### src/rtl/proc_pkg.sv
// Shared constants and helpers for the processor register bank.
package proc_pkg;

  localparam int DATA_W_DEF   = 32;
  localparam int ADDR_W_DEF   = 4;
  localparam int ZERO_REG_DEF = 0;
  localparam int MON_IDX_DEF  = 15;

  function automatic int be_width(input int data_w);
    return data_w / 8;
  endfunction

endpackage

### src/rtl/regfile_bypass_sb_if.sv
// Bus bundle for the register bank: read ports, write port, allocate port and status.
interface regfile_bypass_sb_if
  import proc_pkg::*;
#(
  parameter int DATA_W = DATA_W_DEF,
  parameter int ADDR_W = ADDR_W_DEF,
  parameter int NUM_RD = 2
);

  logic                           rd_en;
  logic [NUM_RD*ADDR_W-1:0]       rd_addr;
  logic [NUM_RD*DATA_W-1:0]       rd_data;
  logic [NUM_RD-1:0]              rd_busy;
  logic                           wr_en;
  logic [ADDR_W-1:0]              wr_addr;
  logic [DATA_W-1:0]              wr_data;
  logic [be_width(DATA_W)-1:0]    wr_be;
  logic                           alloc_en;
  logic [ADDR_W-1:0]              alloc_addr;
  logic [(2**ADDR_W)-1:0]         busy_vec;
  logic [DATA_W-1:0]              mon_reg;

  modport master (
    output rd_en, rd_addr, wr_en, wr_addr, wr_data, wr_be, alloc_en, alloc_addr,
    input  rd_data, rd_busy, busy_vec, mon_reg
  );

  modport slave (
    input  rd_en, rd_addr, wr_en, wr_addr, wr_data, wr_be, alloc_en, alloc_addr,
    output rd_data, rd_busy, busy_vec, mon_reg
  );

endinterface

### src/rtl/regfile_scoreboard.sv
// Pending-write scoreboard: one busy bit per register, with registered per-port lookup.
module regfile_scoreboard #(
  parameter int ADDR_W   = 4,
  parameter int NUM_RD   = 2,
  parameter int ZERO_REG = 0
) (
  input  logic                       clk,
  input  logic                       rst_n,
  input  logic                       alloc_en_i,
  input  logic [ADDR_W-1:0]          alloc_addr_i,
  input  logic                       wr_en_i,
  input  logic [ADDR_W-1:0]          wr_addr_i,
  input  logic                       rd_en_i,
  input  logic [NUM_RD*ADDR_W-1:0]   rd_addr_i,
  output logic [(2**ADDR_W)-1:0]     busy_vec_o,
  output logic [NUM_RD-1:0]          rd_busy_o
);

  localparam int DEPTH = 2**ADDR_W;

  logic [DEPTH-1:0]  busy_q, busy_d;
  logic [NUM_RD-1:0] rd_busy_q, rd_busy_d;

  // Allocate is applied after the clear so a same-cycle new owner keeps the bit set.
  always_comb begin
    busy_d = busy_q;
    if (wr_en_i) busy_d[wr_addr_i] = 1'b0;
    if (alloc_en_i) busy_d[alloc_addr_i] = 1'b1;
    if (ZERO_REG != 0) busy_d[0] = 1'b0;
  end

  always_comb begin
    rd_busy_d = '0;
    for (int k = 0; k < NUM_RD; k++) begin
      rd_busy_d[k] = busy_d[rd_addr_i[k*ADDR_W +: ADDR_W]];
    end
  end

  always_ff @(posedge clk or negedge rst_n) begin
    if (!rst_n) begin
      busy_q    <= '0;
      rd_busy_q <= '0;
    end else begin
      busy_q <= busy_d;
      if (rd_en_i) rd_busy_q <= rd_busy_d;
    end
  end

  assign busy_vec_o = busy_q;
  assign rd_busy_o  = rd_busy_q;

endmodule

### src/rtl/regfile_bypass_sb.sv
// Parametrised register bank: byte-enabled writes, registered reads with
// same-cycle write forwarding, optional zero register and pending-write scoreboard.
module regfile_bypass_sb
  import proc_pkg::*;
#(
  parameter int DATA_W   = DATA_W_DEF,
  parameter int ADDR_W   = ADDR_W_DEF,
  parameter int NUM_RD   = 2,
  parameter int ZERO_REG = ZERO_REG_DEF,
  parameter int MON_IDX  = MON_IDX_DEF
) (
  input logic                clk,
  input logic                rst_n,
  regfile_bypass_sb_if.slave bus
);

  localparam int DEPTH = 2**ADDR_W;
  localparam int BE_W  = be_width(DATA_W);
  localparam bit ZR    = (ZERO_REG != 0);

  logic [DATA_W-1:0]        regs_q [DEPTH];
  logic [DATA_W-1:0]        wr_merged;
  logic                     wr_commit;
  logic [ADDR_W-1:0]        rd_addr_k [NUM_RD];
  logic [NUM_RD*DATA_W-1:0] rd_data_q, rd_data_d;

  always_comb begin
    wr_merged = regs_q[bus.wr_addr];
    for (int i = 0; i < BE_W; i++) begin
      if (bus.wr_be[i]) wr_merged[8*i +: 8] = bus.wr_data[8*i +: 8];
    end
  end

  assign wr_commit = bus.wr_en && !(ZR && (bus.wr_addr == '0));

  always_ff @(posedge clk or negedge rst_n) begin
    if (!rst_n) begin
      for (int a = 0; a < DEPTH; a++) regs_q[a] <= '0;
    end else if (wr_commit) begin
      regs_q[bus.wr_addr] <= wr_merged;
    end
  end

  for (genvar k = 0; k < NUM_RD; k++) begin : g_rd_addr
    assign rd_addr_k[k] = bus.rd_addr[k*ADDR_W +: ADDR_W];
  end

  // A read of the address being written sees the byte-merged value, not the stale one.
  always_comb begin
    rd_data_d = '0;
    for (int k = 0; k < NUM_RD; k++) begin
      if (ZR && (rd_addr_k[k] == '0))
        rd_data_d[k*DATA_W +: DATA_W] = '0;
      else if (wr_commit && (rd_addr_k[k] == bus.wr_addr))
        rd_data_d[k*DATA_W +: DATA_W] = wr_merged;
      else
        rd_data_d[k*DATA_W +: DATA_W] = regs_q[rd_addr_k[k]];
    end
  end

  always_ff @(posedge clk or negedge rst_n) begin
    if (!rst_n)          rd_data_q <= '0;
    else if (bus.rd_en)  rd_data_q <= rd_data_d;
  end

  assign bus.rd_data = rd_data_q;

  if (ZR && (MON_IDX == 0)) begin : g_mon_zero
    assign bus.mon_reg = '0;
  end else begin : g_mon_reg
    assign bus.mon_reg = regs_q[MON_IDX];
  end

  regfile_scoreboard #(
    .ADDR_W   (ADDR_W),
    .NUM_RD   (NUM_RD),
    .ZERO_REG (ZERO_REG)
  ) u_scoreboard (
    .clk          (clk),
    .rst_n        (rst_n),
    .alloc_en_i   (bus.alloc_en),
    .alloc_addr_i (bus.alloc_addr),
    .wr_en_i      (bus.wr_en),
    .wr_addr_i    (bus.wr_addr),
    .rd_en_i      (bus.rd_en),
    .rd_addr_i    (bus.rd_addr),
    .busy_vec_o   (bus.busy_vec),
    .rd_busy_o    (bus.rd_busy)
  );

endmodule
### src/flat_wrapper.sv
// flat-port wrapper written by rule: the top's interface ports become plain ports
module regfile_bypass_sb_flat import proc_pkg::*;
#(
  parameter int DATA_W   = DATA_W_DEF,
  parameter int ADDR_W   = ADDR_W_DEF,
  parameter int NUM_RD   = 2,
  parameter int ZERO_REG = ZERO_REG_DEF,
  parameter int MON_IDX  = MON_IDX_DEF
)
  (clk, rst_n, bus_rd_en, bus_rd_addr, bus_wr_en, bus_wr_addr, bus_wr_data, bus_wr_be, bus_alloc_en, bus_alloc_addr, bus_rd_data, bus_rd_busy, bus_busy_vec, bus_mon_reg);
  regfile_bypass_sb_if #(.DATA_W(DATA_W), .ADDR_W(ADDR_W), .NUM_RD(NUM_RD)) bus_i ();
  input logic clk;
  input logic rst_n;
  input wire logic [$bits(bus_i.rd_en)-1:0] bus_rd_en;
  input wire logic [$bits(bus_i.rd_addr)-1:0] bus_rd_addr;
  input wire logic [$bits(bus_i.wr_en)-1:0] bus_wr_en;
  input wire logic [$bits(bus_i.wr_addr)-1:0] bus_wr_addr;
  input wire logic [$bits(bus_i.wr_data)-1:0] bus_wr_data;
  input wire logic [$bits(bus_i.wr_be)-1:0] bus_wr_be;
  input wire logic [$bits(bus_i.alloc_en)-1:0] bus_alloc_en;
  input wire logic [$bits(bus_i.alloc_addr)-1:0] bus_alloc_addr;
  output wire logic [$bits(bus_i.rd_data)-1:0] bus_rd_data;
  output wire logic [$bits(bus_i.rd_busy)-1:0] bus_rd_busy;
  output wire logic [$bits(bus_i.busy_vec)-1:0] bus_busy_vec;
  output wire logic [$bits(bus_i.mon_reg)-1:0] bus_mon_reg;
  assign bus_i.rd_en = bus_rd_en;
  assign bus_i.rd_addr = bus_rd_addr;
  assign bus_i.wr_en = bus_wr_en;
  assign bus_i.wr_addr = bus_wr_addr;
  assign bus_i.wr_data = bus_wr_data;
  assign bus_i.wr_be = bus_wr_be;
  assign bus_i.alloc_en = bus_alloc_en;
  assign bus_i.alloc_addr = bus_alloc_addr;
  assign bus_rd_data = bus_i.rd_data;
  assign bus_rd_busy = bus_i.rd_busy;
  assign bus_busy_vec = bus_i.busy_vec;
  assign bus_mon_reg = bus_i.mon_reg;
  regfile_bypass_sb #(.DATA_W(DATA_W), .ADDR_W(ADDR_W), .NUM_RD(NUM_RD), .ZERO_REG(ZERO_REG), .MON_IDX(MON_IDX)) u_core (.clk(clk), .rst_n(rst_n), .bus(bus_i));
endmodule
### config.mk
export PLATFORM = sky130hd
export DESIGN_NAME = regfile_bypass_sb_flat
export DESIGN_NICKNAME = d
export VERILOG_FILES = /design/src/rtl/proc_pkg.sv /design/src/rtl/regfile_bypass_sb_if.sv /design/src/rtl/regfile_scoreboard.sv /design/src/rtl/regfile_bypass_sb.sv /design/src/flat_wrapper.sv
export SDC_FILE = /design/constraint.sdc
export NUM_CORES = 2
export LEC_CHECK = 0
export CAP_MARGIN = 40
export CELL_PAD_IN_SITES_DETAIL_PLACEMENT = 0
export CELL_PAD_IN_SITES_GLOBAL_PLACEMENT = 2
export CORE_ASPECT_RATIO = 0.7
export CORE_MARGIN = 1
export CORE_UTILIZATION = 42
export CTS_CLUSTER_SIZE = 10
export DETAILED_ROUTE_END_ITERATION = 16
export PLACE_DENSITY_LB_ADDON = 0.1
export SLEW_MARGIN = 20
export SYNTH_ARGS = -nofsm -noshare
export SYNTH_HDL_FRONTEND = slang
export SYNTH_SLANG_ARGS = --single-unit
### constraint.sdc
create_clock -name clk -period 2.44 [get_ports clk]
set_input_delay 0.732 -clock clk [delete_from_list [all_inputs] [get_ports clk]]
set_output_delay 0.732 -clock clk [all_outputs]
set_load 0.05 [all_outputs]
==> results.json <==
{
  "outcome": "finished, final reports clean",
  "pwr-share-clk_pct": 26.8,
  "cp_top_family": "buffers and inverters",
  "start_kind": "flop",
  "ys.flop_type": "dfrtp_1",
  "pwr-share-seq_pct": 40.3,
  "ys.warnings.count": 0,
  "synth_cell_types": 51,
  "largest_reg_flops": 480,
  "rsz0062_at_grt": "no",
  "hold_viol": 0,
  "synthDominantCellAreaShare_pct": 43.4,
  "synthCells": 2936,
  "dp_slack_ns": -0.540,
  "antenna_found_initial": 2,
  "crit_arrival_ns": 1.65,
  "ios": 171,
  "drt_iter0_markers": 2694,
  "p_leak_nw": 17.7,
  "fin_ws_ns": 0.0549,
  "dieArea_sq_mm": 0.0828,
  "cp_max_fo": 2,
  "drive_gt1_share_pct": 32.9,
  "cts_max_path_buffers": 3,
  "pwr-share-comb_pct": 32.9,
  "synth_async_sr_flop_share_pct": 100,
  "synthTopCellsByArea": "dfrtp_1 (43%), mux4_2 (25%), a21oi_1 (5.7%), nor2_1 (4.1%), o21ai_0 (2.8%)",
  "cts_tree": "done",
  "finalMaxSlewViolations": 0,
  "whs_ns": 0.470,
  "peakVddDrop_v": 0.000554,
  "portBuffers": 170,
  "drv_cap": 0,
  "cp.required_ns": 1.71,
  "swShare_pct": 35.3,
  "critical-path-slowest-cell": "dlygate4sd2_1",
  "ys_seq_area_share_pct": 43.4,
  "diodes": 0,
  "crit_chain": "dlygate4sd2_1",
  "synth_area_leader_cell": "dfrtp_1",
  "vias": 27800,
  "fin_crit_sh_pct": 97.7,
  "viasPerCell": 6.39,
  "rows": 87,
  "grt_max_degree": 90,
  "cpPeakStageDelay_ns": 0.56,
  "grt_pass1_wl_mm": 189,
  "clock_latency_ns": 0.63,
  "synthesis.nets": 2993,
  "routed_wl_mm": 127,
  "postSynthAreaPerCell_sq_um": 11.7,
  "timing.fmax_ghz": 0.419,
  "powerDensity_mw_per_mm2": 867,
  "globalplace.congestion": 0.905,
  "clock-sinks": 594,
  "final_antenna_net_count": 0,
  "grt_pass1_vias": 27400,
  "tightest_slew_ns": 0.939,
  "wl_per_cell_microns": 29.2,
  "die_h_microns": 241,
  "total_power_w": 0.0370,
  "core_area_sq_mm": 0.0807,
  "initial_core_util_pct": 42.5,
  "place_hpwl_mm": 87.0,
  "yosysMostFrequentCell": "dfrtp_1",
  "final_util_pct": 53.0,
  "track_usage_pct": 31.3,
  "nets": 3324,
  "syn_area_sq_mm": 0.0343,
  "path_class": "reg -> out",
  "ys_ff_latch": 594,
  "cp_num_buf_inv": 1,
  "critPathCaptureType": "primary output",
  "fin_cells": 4356,
  "setup_viol_count_final": 0,
  "htreeDepth": 3,
  "die_w_microns": 343,
  "min-delay-path-class": "reg -> reg",
  "power_switching_w": 0.0131,
  "grt_remaining_overflow": 0,
  "drcViolationCount": 0,
  "fin_skew_ns": 0.0163,
  "dr.pass1.iters": 6,
  "area_growth_pct": 24.7,
  "cts_buffers": 71,
  "fill_cells": 6957,
  "clock_tree.root_cell": "clkbuf_16",
  "clkTransAtPathRegs_ns": 0.06,
  "period_minus_slack_ns": 2.39,
  "intPower_w": 0.0240,
  "synth_commonest_cells": "dfrtp_1 (594), a21oi_1 (388), mux4_2 (384)",
  "dp.cells": 4261,
  "cts_setup_buffers": 0,
  "relSlewSlack_pct": 37.3,
  "synth_edf_count": 0
}
cell type report:
| type | count | area, sq um | area share, % |
|---|---|---|---|
| Sequential cell | 594 | 14900 | 34.8 |
| Timing Repair Buffer | 591 | 6320 | 14.8 |
| Clock buffer | 91 | 2010 | 4.70 |
| Tap cell | 1068 | 1340 | 3.13 |
| Multi-Input combinational cell | 2002 | 18200 | 42.5 |
| Clock inverter | 3 | 33.8 | 0.0790 |
| Inverter | 7 | 26.3 | 0.0615 |
per-stage QoR:
stage / setup TNS [ns] / cell area, sq um
detailed placement: -193.07 / 40800
global route: 0 / 42800
finish: 0 / 42800
CTS: 0 / 42800
global placement: -177.23 / 40800
floorplan: -2.12 / 34700
placed cells by master, fill, tap and decap left out, types with 4 or more instances in the layout:
master | synthesis | final
a221oi_1 | 32 | 32
o21a_1 | 32 | 32
mux2i_1 | 67 | 67
mux2_2 | 32 | 32
clkbuf_16 | 0 | 76
a22o_1 | 35 | 35
nor2_4 | 0 | 13
clkbuf_1 | 188 | 10
nor2b_4 | 0 | 4
nor2_1 | 374 | 361
xor2_1 | 6 | 6
buf_8 | 0 | 4
buf_4 | 35 | 321
dlygate4sd2_1 | 0 | 84
o21ai_1 | 8 | 8
mux4_2 | 384 | 384
a211oi_2 | 31 | 32
o22ai_1 | 33 | 5
inv_1 | 6 | 6
dfrtp_1 | 594 | 594
a21oi_4 | 32 | 32
a21oi_1 | 388 | 388
o21ai_0 | 195 | 195
nand3_2 | 0 | 4
nand3_1 | 9 | 5
nand2_1 | 219 | 218
nor2b_1 | 10 | 6
clkdlybuf4s50_1 | 0 | 45
nand3b_1 | 5 | 5
nor3b_1 | 4 | 4
clkbuf_8 | 0 | 5
a22oi_1 | 65 | 65
o22ai_2 | 0 | 28
buf_12 | 0 | 130
final timing paths:
path                                                         start                                 end  slack (ns)  cells after the start
worst max register to register      u_core.regs_q[158]$_DFFE_PN0P_  u_core.bus.rd_data[30]$_DFFE_PN0P_        0.32                      5
worst max-delay path            u_core.bus.rd_data[32]$_DFFE_PN0P_                     bus_rd_data[32]        0.05                      1
worst min register to register  u_core.bus.rd_data[63]$_DFFE_PN0P_  u_core.bus.rd_data[63]$_DFFE_PN0P_        0.47                      1
max in group asynchronous                                    rst_n      u_core.regs_q[461]$_DFFE_PN0P_        0.96                      4
min in group asynchronous                                    rst_n       u_core.regs_q[93]$_DFFE_PN0P_        0.60                      2
worst min-delay path            u_core.bus.rd_data[63]$_DFFE_PN0P_  u_core.bus.rd_data[63]$_DFFE_PN0P_        0.47                      1
power groups by stage:
stage | Combinational, W | Sequential (W) | Clock, W
3_5_place_dp | 0.0124 | 0.0150 | 0
2_1_floorplan | 0.00775 | 0.0152 | 0
6_report | 0.0122 | 0.0149 | 0.00994
3_3_place_gp | 0.0122 | 0.0148 | 0
4_1_cts | 0.0122 | 0.0148 | 0.0101
5_1_grt | 0.0131 | 0.0153 | 0.0105
per-layer routing:
metal | share of wire (%) | track usage, % | vias to the layer above
met1 | 44 | 46.5 | 14400
met5 | 0 | 0 | -
met4 | 3.0 | 9.63 | 0
met3 | 8.4 | 5.82 | 245
met2 | 44 | 46.4 | 1443
li1 | - | - | 11700
what timing repair did:
| item | in CTS | in global routing |
|---|---|---|
| setup endpoints to repair | 84 | 0 |
| resized for setup | 84 | 0 |
| hold endpoints to repair | 20 | 0 |
| hold buffers | 1 | 0 |
kinds of logic (layout without fill, tap and decap cells):
family | after synthesis | after routing | share of synthesized area (%)
DFF | 594 | 594 | 43.4
and+or+nand+nor | 643 | 643 | 7.43
AOI/OAI and AO/OA | 868 | 868 | 16.1
buffers and inverters | 340 | 692 | 4.63
muxes | 483 | 483 | 28.2
xor gates and xnor gates | 8 | 8 | 0.204
Note: power is estimated with default switching activity, not from simulation.
